`config.mk`:
```
export PLATFORM = sky130hd
export DESIGN_NAME = button_events_flat
export DESIGN_NICKNAME = d
export VERILOG_FILES = /design/src/rtl/button_pkg.sv /design/src/rtl/button_events_if.sv /design/src/rtl/button_timer.sv /design/src/rtl/button_events.sv /design/src/flat_wrapper.sv
export SDC_FILE = /design/constraint.sdc
export NUM_CORES = 1
export LEC_CHECK = 0
export BUFFER_PORTS_ARGS = -buffer_cell sky130_fd_sc_hd__buf_2
export CORE_UTILIZATION = 60
export CTS_BUF_LIST = sky130_fd_sc_hd__clkbuf_16
export CTS_CLUSTER_SIZE = 8
export DETAILED_ROUTE_END_ITERATION = 12
export PLACE_DENSITY = 0.88
export SETUP_SLACK_MARGIN = 0.05
export SLEW_MARGIN = 5
export SYNTH_ARGS = -nofsm -noshare
export SYNTH_HDL_FRONTEND = slang
export SYNTH_SLANG_ARGS = --single-unit
```
`constraint.sdc`:
```
create_clock -name clk -period 2.36 [get_ports clk]
set_input_delay 0.472 -clock clk [delete_from_list [all_inputs] [get_ports clk]]
set_output_delay 0.472 -clock clk [all_outputs]
set_load 0.1 [all_outputs]
```
`src/rtl/button_pkg.sv`:
```
// rtl/button_pkg.sv - shared button state encoding and ms-to-cycle helper
package button_pkg;

    typedef enum logic [1:0] {
        IDLE      = 2'd0,
        PRESSED   = 2'd1,
        LONG_HELD = 2'd2
    } btn_state_t;

    function automatic int ms_to_cycles(input int freq, input int ms);
        return freq / 1000 * ms;
    endfunction

endpackage

```
`src/rtl/button_events_if.sv`:
```
// rtl/button_events_if.sv - debounced level in, decoded button events out
interface button_events_if;
    logic level;
    logic press_pulse;
    logic release_pulse;
    logic long_pulse;
    logic repeat_pulse;
    logic held;

    modport master (
        output level,
        input  press_pulse, release_pulse, long_pulse, repeat_pulse, held
    );

    modport slave (
        input  level,
        output press_pulse, release_pulse, long_pulse, repeat_pulse, held
    );
endinterface

```
`src/rtl/button_timer.sv`:
```
// rtl/button_timer.sv - clear/enable hold counter with terminal-count compare
module button_timer #(
    parameter int TW = 8
) (
    input  logic          clk,
    input  logic          reset,
    input  logic          clr_i,
    input  logic          en_i,
    input  logic [TW-1:0] tc_val_i,
    output logic          tc_o
);

    logic [TW-1:0] count_q;
    logic [TW-1:0] count_d;

    always_comb begin
        count_d = count_q;
        if (clr_i) begin
            count_d = '0;
        end else if (en_i) begin
            count_d = count_q + 1'b1;
        end
    end

    always_ff @(posedge clk or posedge reset) begin
        if (reset) begin
            count_q <= '0;
        end else begin
            count_q <= count_d;
        end
    end

    assign tc_o = (count_q == tc_val_i);

endmodule

```
`src/rtl/button_events.sv`:
```
// rtl/button_events.sv - press/release/long/repeat event decoder; BUTTON_REPEAT_EN enables auto-repeat
module button_events #(
    parameter int CLK_FREQ  = 50000000,
    parameter int LONG_MS   = 1000,
    parameter int REPEAT_MS = 200
) (
    input logic              clk,
    input logic              reset,
    button_events_if.slave   bus
);
    import button_pkg::*;

    localparam int LONG_CYC   = ms_to_cycles(CLK_FREQ, LONG_MS);
    localparam int REPEAT_CYC = ms_to_cycles(CLK_FREQ, REPEAT_MS);
    localparam int MAX_CYC    = (LONG_CYC > REPEAT_CYC) ? LONG_CYC : REPEAT_CYC;
    localparam int TW         = $clog2(MAX_CYC + 1);

    localparam logic [TW-1:0] LONG_TC = TW'(LONG_CYC - 1);
`ifdef BUTTON_REPEAT_EN
    localparam logic [TW-1:0] REPEAT_TC = TW'(REPEAT_CYC - 1);
`endif

    localparam logic [1:0] ST_IDLE      = IDLE;
    localparam logic [1:0] ST_PRESSED   = PRESSED;
    localparam logic [1:0] ST_LONG_HELD = LONG_HELD;

    logic [1:0]    state_q, state_d;
    logic          prev_q;
    logic          press_q, press_d;
    logic          release_q, release_d;
    logic          long_q, long_d;
    logic          repeat_q, repeat_d;
    logic          held_q, held_d;

    logic          tmr_clr, tmr_en, tmr_tc;
    logic [TW-1:0] tmr_tc_val;
    logic          rise, fall;

    assign rise = bus.level & ~prev_q;
    assign fall = ~bus.level & prev_q;

    // Release is tested before the threshold so it always wins a same-cycle tie.
    always_comb begin
        state_d    = state_q;
        press_d    = 1'b0;
        release_d  = 1'b0;
        long_d     = 1'b0;
        repeat_d   = 1'b0;
        tmr_clr    = 1'b0;
        tmr_en     = 1'b0;
        tmr_tc_val = LONG_TC;
        case (state_q)
            ST_IDLE: begin
                tmr_clr = 1'b1;
                if (rise) begin
                    press_d = 1'b1;
                    state_d = ST_PRESSED;
                end
            end
            ST_PRESSED: begin
                if (fall) begin
                    release_d = 1'b1;
                    tmr_clr   = 1'b1;
                    state_d   = ST_IDLE;
                end else if (tmr_tc) begin
                    long_d  = 1'b1;
                    tmr_clr = 1'b1;
                    state_d = ST_LONG_HELD;
                end else begin
                    tmr_en = 1'b1;
                end
            end
            ST_LONG_HELD: begin
`ifdef BUTTON_REPEAT_EN
                tmr_tc_val = REPEAT_TC;
`endif
                if (fall) begin
                    release_d = 1'b1;
                    tmr_clr   = 1'b1;
                    state_d   = ST_IDLE;
                end
`ifdef BUTTON_REPEAT_EN
                else if (tmr_tc) begin
                    repeat_d = 1'b1;
                    tmr_clr  = 1'b1;
                end else begin
                    tmr_en = 1'b1;
                end
`endif
            end
            default: begin
                tmr_clr = 1'b1;
                state_d = ST_IDLE;
            end
        endcase
        held_d = (state_d != ST_IDLE);
    end

    always_ff @(posedge clk or posedge reset) begin
        if (reset) begin
            state_q   <= ST_IDLE;
            prev_q    <= 1'b0;
            press_q   <= 1'b0;
            release_q <= 1'b0;
            long_q    <= 1'b0;
            repeat_q  <= 1'b0;
            held_q    <= 1'b0;
        end else begin
            state_q   <= state_d;
            prev_q    <= bus.level;
            press_q   <= press_d;
            release_q <= release_d;
            long_q    <= long_d;
            repeat_q  <= repeat_d;
            held_q    <= held_d;
        end
    end

    button_timer #(.TW(TW)) u_timer (
        .clk      (clk),
        .reset    (reset),
        .clr_i    (tmr_clr),
        .en_i     (tmr_en),
        .tc_val_i (tmr_tc_val),
        .tc_o     (tmr_tc)
    );

    assign bus.press_pulse   = press_q;
    assign bus.release_pulse = release_q;
    assign bus.long_pulse    = long_q;
    assign bus.held          = held_q;
`ifdef BUTTON_REPEAT_EN
    assign bus.repeat_pulse  = repeat_q;
`else
    assign bus.repeat_pulse  = 1'b0;
`endif

endmodule
```
`src/flat_wrapper.sv`:
```
// flat-port wrapper written by rule: the top's interface ports become plain ports
module button_events_flat import button_pkg::*;
#(
    parameter int CLK_FREQ  = 50000000,
    parameter int LONG_MS   = 1000,
    parameter int REPEAT_MS = 200
)
  (clk, reset, bus_level, bus_press_pulse, bus_release_pulse, bus_long_pulse, bus_repeat_pulse, bus_held);
  button_events_if bus_i ();
  input logic clk;
  input logic reset;
  input wire logic [$bits(bus_i.level)-1:0] bus_level;
  output wire logic [$bits(bus_i.press_pulse)-1:0] bus_press_pulse;
  output wire logic [$bits(bus_i.release_pulse)-1:0] bus_release_pulse;
  output wire logic [$bits(bus_i.long_pulse)-1:0] bus_long_pulse;
  output wire logic [$bits(bus_i.repeat_pulse)-1:0] bus_repeat_pulse;
  output wire logic [$bits(bus_i.held)-1:0] bus_held;
  assign bus_i.level = bus_level;
  assign bus_press_pulse = bus_i.press_pulse;
  assign bus_release_pulse = bus_i.release_pulse;
  assign bus_long_pulse = bus_i.long_pulse;
  assign bus_repeat_pulse = bus_i.repeat_pulse;
  assign bus_held = bus_i.held;
  button_events #(.CLK_FREQ(CLK_FREQ), .LONG_MS(LONG_MS), .REPEAT_MS(REPEAT_MS)) u_core (.clk(clk), .reset(reset), .bus(bus_i));
endmodule
```
# Word level (Yosys, flattened, before mapping)
# Cells that the tools add are included.
# word_totals
reg_bits,33
latch_bits,0
ramBits,0
romBits,0
inputBits,3
mem_count,0
# op_classes
add_sub_neg,1
n_mul,0
div,0
order_cmp,0
eq_ne,3
shifts,0
mux,19
bitwise,4
n_reduce_logical,4
# op_table
cell,count
two-way mux 26 bit,2
adder 26 x 1 -> 26 bit (second input constant),1
equality test 26 bit (second input constant),1
two-way mux 1 bit,11
two-way mux 2 bit,4
case mux 2 bit (3 select lines),1
nonzero test 2 bit,2
AND 1 bit,2
equality test 2 x 1 -> 1 bit (second input constant),1
equality test 2 bit (second input constant),1
logical NOT 2 bit,1
inverter 1 bit,2
case mux 1 bit (2 select lines),1
OR reduction 2 bit,1

# Longest topological paths before layout
# logic_depth
depth_word,6
mapped_depth,7

# Cells and area by module
# From an unflattened synthesis, not the netlist that was laid out.
# hier_totals
hier_cells,222
area_unflattened_um2,2055.7
# by_module_without_submodules
module,instances,cells_each,area_per_inst_um2,seq_area_each_um2
button_timer,1,182,1670.4,650.6
button_events,1,40,385.4,175.2

# Worst setup path after synthesis
# No wires, ideal clock.
# synth_path
kind,register to register
from,register u_core.u_timer.count_q[9]
to,register u_core.held_q (netlist: u_core.bus.held)
arrival_ns,1.986
required_time_ns,2.236
path_slack_ns,0.250
stages_incl_launch_ff,6
synth_period_minus_slack_ns,2.110
cell_sequence,dfrtp_1 > or4b_4 > or4_4 > o21ai_4 > a211oi_2 > or2_1
# synth_via
elab_chain_cells,5
# synth_rtl
item,line,text
"start, declared",button_timer.sv:13,logic [TW-1:0] count_q;
"start signal, assigned",button_timer.sv:29,count_q <= count_d;
equality test 26 bit,button_timer.sv:33,assign tc_o = (count_q == tc_val_i);
two-way mux 2 bit,button_events.sv:65,end else if (tmr_tc) begin
two-way mux 2 bit,button_events.sv:61,if (fall) begin
case mux 2 bit (3 select lines),button_events.sv:52,case (state_q)
via u_core.state_d[0],button_events.sv:27,"logic [1:0] state_q, state_d;"
nonzero test 2 bit,button_events.sv:96,held_d = (state_d != ST_IDLE);
via u_core.held_d,button_events.sv:33,"logic held_q, held_d;"
"end signal, assigned",button_events.sv:115,held_q <= held_d;
"end, declared",button_events.sv:33,
# The timed path passes the listed nets, and every way through them passes these cells.
# A chain may end at the register's enable or synchronous reset.

# Final worst setup path
# Ends and elaborated chain as after synthesis.

==> run summary <==
Of the cells placed in the final design, the portion with a size suffix greater than 1 is 16.6%. Walking the worst path, the cells encountered are or4b_4 > or4_4 > o21ai_4 > a211oi_2 > or2_1. Yosys mapped a number of flops with a built-in enable equal to 0. Yosys printed 0 warnings. Across every metal layer, demand over resource in global routing totals 25.3%. The number of core rows came out at 19.

Of the available clock period, the critical path in the final layout requires 94.6%. The run finished with clean final reports. Setup repair after global routing left no endpoint under its margin. The overall die area is 0.00317 sq mm.

Sequential cells burn 38.8% of the power. The tightest min-delay check is of the in -> async type. In this design, the stage delay of the slowest critical-path cell is 570 ps.

The final routed wirelength across all metal layers came out at 3.63 mm. The run gives 0.00278 sq mm as the core region area. The internal power is 1.07 mW. The first-pass GRT wire length is 5.91 mm.

Data on the critical path is required at its endpoint by 2520 ps. Per report_power, the combinational group accounts for 24.3% of the total. The worst setup path is captured at a flop.

Summed over all failing endpoints, the final setup total negative slack is 0 ps. Counting flops with an async set or reset pin after synthesis yields a share of 100%. Mean instance size in the synthesized netlist: 9.98 sq um. For this design, the sink count on the clock tree is 33. The slowest stage of the critical path belongs to the cell sky130_fd_sc_hd__or4b_4. The run gives 0 as the final-report setup violation count. The via count normalized by instance count is 6.06, and the worst-case register-to-register setup slack is 130 ps. The number of antenna diodes in the final layout is 0. The buffering stage count on the worst path with inverters included came out at 0. The first detailed-routing pass took 4 iterations. The register area is 826 sq um. For the number of global-route vias before repair, the log shows 1,348. No sink is reached through more buffers than the 2 on the longest clock path.

In the layout the commonest cells are sky130_fd_sc_hd__dfrtp_1 (33), sky130_fd_sc_hd__nor2_1 (27), sky130_fd_sc_hd__xor2_1 (14). The data arrival at the endpoint of the critical path was 2400 ps. Power comes to 1.59 mW. The tools report the number of standard cells in the layout, taps in and fillers out as 224. The detailed router placed 1,358 vias in this run. The clock slew seen by the registers of the worst setup and hold paths came out at 50 ps.

At the pin with the least slew margin, the transition time is 822 ps. The initial antenna violation count was 0; the number of cells in the design after placement was 217. In this run, the number of DRC markers left after iteration 0 of detailed routing was 56. Once detailed placement completed, the half-perimeter wirelength came to 2.47 mm. For this run, design rule violations remaining after detail routing come to 0. Counting the buffers created by CTS gives 5. The peak supply drop came out at 0.755 mV.

For the finished layout, the period the worst path requires is 2230 ps. Most common cell after layout, fill and taps aside: sky130_fd_sc_hd__dfrtp_1. The worst setup path is of the reg -> reg kind.

The tools report the clock latency on the worst-skew pair as 280 ps. For the leakage power, the log shows 0.852 nW. The kind of cell adding the most delay to the critical path was simple AND/OR/NAND/NOR gates. The average wire per standard cell is 16.2 microns, and the number of I/O port buffers is 6.

From bottom edge to top edge, the die measures 56.3 microns. Among all flip-flop cells after synthesis, the most frequent one is sky130_fd_sc_hd__dfrtp_1. The detail route stage leaves a number of antenna-violating nets equal to 0. Routability-driven placement finished with a final weighted congestion of 0.922. The net count of the finished layout is 201. The max capacitance violation total is 0, and the sum of overflow across all layers after global routing is 0.

The root buffer selected by CTS is sky130_fd_sc_hd__clkbuf_16. On the final layout, the worst clock skew is 1.56 ps. TritonCTS built the clock tree. Synthesis produced 177 cells. In the final layout, the multi-input gates occupy 915 sq um. After clock tree synthesis, the flow added hold-fix buffers numbering 0. The upper clock frequency limit is 448 MHz, and the number of flip-flops and latches in the synthesized netlist is 33. The initial core utilization was 63.5%; the cell area after technology mapping was 0.00177 sq mm. For the max-slew violation total from the final report, the log shows 0.

The count of final hold-check violations is 0. The area growth from synthesis to layout was 13.7%; the sequential fraction of the synthesis area was 46.7%. The switching share of power came out at 32.6%. In this run the tightest slew margin relative to its limit is 45.1%. The part of the power in the clock network is 36.8%. The number of ports placed on the die boundary is 8. The layout has 186 filler cells. CTS built an H-tree with a depth of 2. The horizontal die dimension is 56.3 microns, and the maximum fanout encountered on the critical timing path is 7. The analysis attributes to net switching a power of 0.519 mW. Entering global routing, the biggest net connects 34 pins. Startpoint class of the critical path: a flop. Counting distinct cell types in the post-synthesis netlist gives 38. The total power density per cell area is 792 mW/mm^2, and the number of nets produced by synthesis is 185.

Post-CTS timing repair inserted 0 buffers for setup.
synth_stat cells, drive strengths merged, types with 2 or more instances:
library cell / instances / area share [%]
dfrtp: 33 / 47
buf: 3 / 1.3
o21ai: 5 / 2.3
nand2b: 2 / 0.71
and2: 3 / 1.1
nand4: 10 / 3.5
nand3: 10 / 2.8
a211oi: 2 / 1.1
or2: 3 / 1.1
xnor2: 8 / 4.0
and3: 3 / 1.1
a21oi: 10 / 2.8
or3: 4 / 1.4
xor2: 14 / 6.9
inv: 4 / 0.85
nor4: 4 / 2.1
nor3: 4 / 1.1
ha: 5 / 3.5
and4: 3 / 1.6
nand2: 8 / 1.7
nor2: 27 / 5.7
or4: 3 / 1.7
worst min-delay path, cell delays in order:
cell	delay [ps]
sky130_fd_sc_hd__buf_2	100
sky130_fd_sc_hd__inv_1	40
sky130_fd_sc_hd__buf_4	360
registers in the layout (all words and copies together) (netlist names):
name / cells
u_core.bus.long_pulse: 1
u_core.bus.release_pulse: 1
u_core.prev_q: 1
u_core.state_q: 2
u_core.bus.press_pulse: 1
u_core.bus.held: 1
u_core.u_timer.count_q: 26
logic make-up after synthesis:
family / after synthesis / synth area share, %
AND/OR/NAND/NOR: 88 / 28.3
flip-flops: 33 / 46.7
XOR/XNOR: 22 / 10.9
AO/OA/AOI/OAI: 19 / 7.44
buffers and inverters: 8 / 2.34
adder cells (fa/ha/maj): 5 / 3.54
other: 1 / 0.212
multiplexers: 1 / 0.567
power groups by stage:
stage | Combinational, mW | Clock [mW] | Sequential [mW]
global placement | 0.372 | 0 | 0.625
global route | 0.413 | 0.611 | 0.621
finish | 0.387 | 0.586 | 0.618
detailed placement | 0.385 | 0 | 0.627
floorplan | 0.223 | 0 | 0.716
CTS | 0.386 | 0.595 | 0.618
cell type report:
cell class | count | area share, %
clock buffer | 5 | 6.23
timing repair buffer | 13 | 4.11
clock inverter | 2 | 0.374
inverter | 4 | 0.747
tap | 31 | 1.93
sequential | 33 | 41.1
multi-input combinational | 136 | 45.5
path summary, 6_finish.rpt:
path | from | to | cells past startpoint
worst max-delay path | u_core.u_timer.count_q[9] | u_core.bus.held | 5
worst min-delay path | reset | u_core.prev_q | 3
worst max register to register | u_core.u_timer.count_q[9] | u_core.bus.held | 5
worst min register to register | u_core.u_timer.count_q[19] | u_core.u_timer.count_q[19] | 2
max in group asynchronous | reset | u_core.u_timer.count_q[1] | 3
min in group clk | bus_level | u_core.prev_q | 1
timing repair:
action / 4_1_cts / 5_1_grt
hold endpoints to repair: 0 / 0
resized for setup: 0 / 2
setup endpoints to repair: 0 / 11
per-layer routing:
| metal | wire length [microns] | global-route usage, % |
|---|---|---|
| met1 | 1540 | 28.8 |
| met2 | 1810 | 41.8 |
| met3 | 199 | 9.91 |
| met4 | 84 | 11.5 |
| met5 | 0 | 0 |
per-stage QoR:
step,utilization [%],hold WS [ps],setup WS [ps],cell area [sq um]
final,72.2,270,126,2010
after CTS,71.7,292,118,1990
after global routing,72.2,326,88.8,2010
after floorplan,-,497,250,1770
after detailed placement,66.9,538,142,1860
after global placement,66.9,530,202,1860
Power figures use the tool's default switching activity.
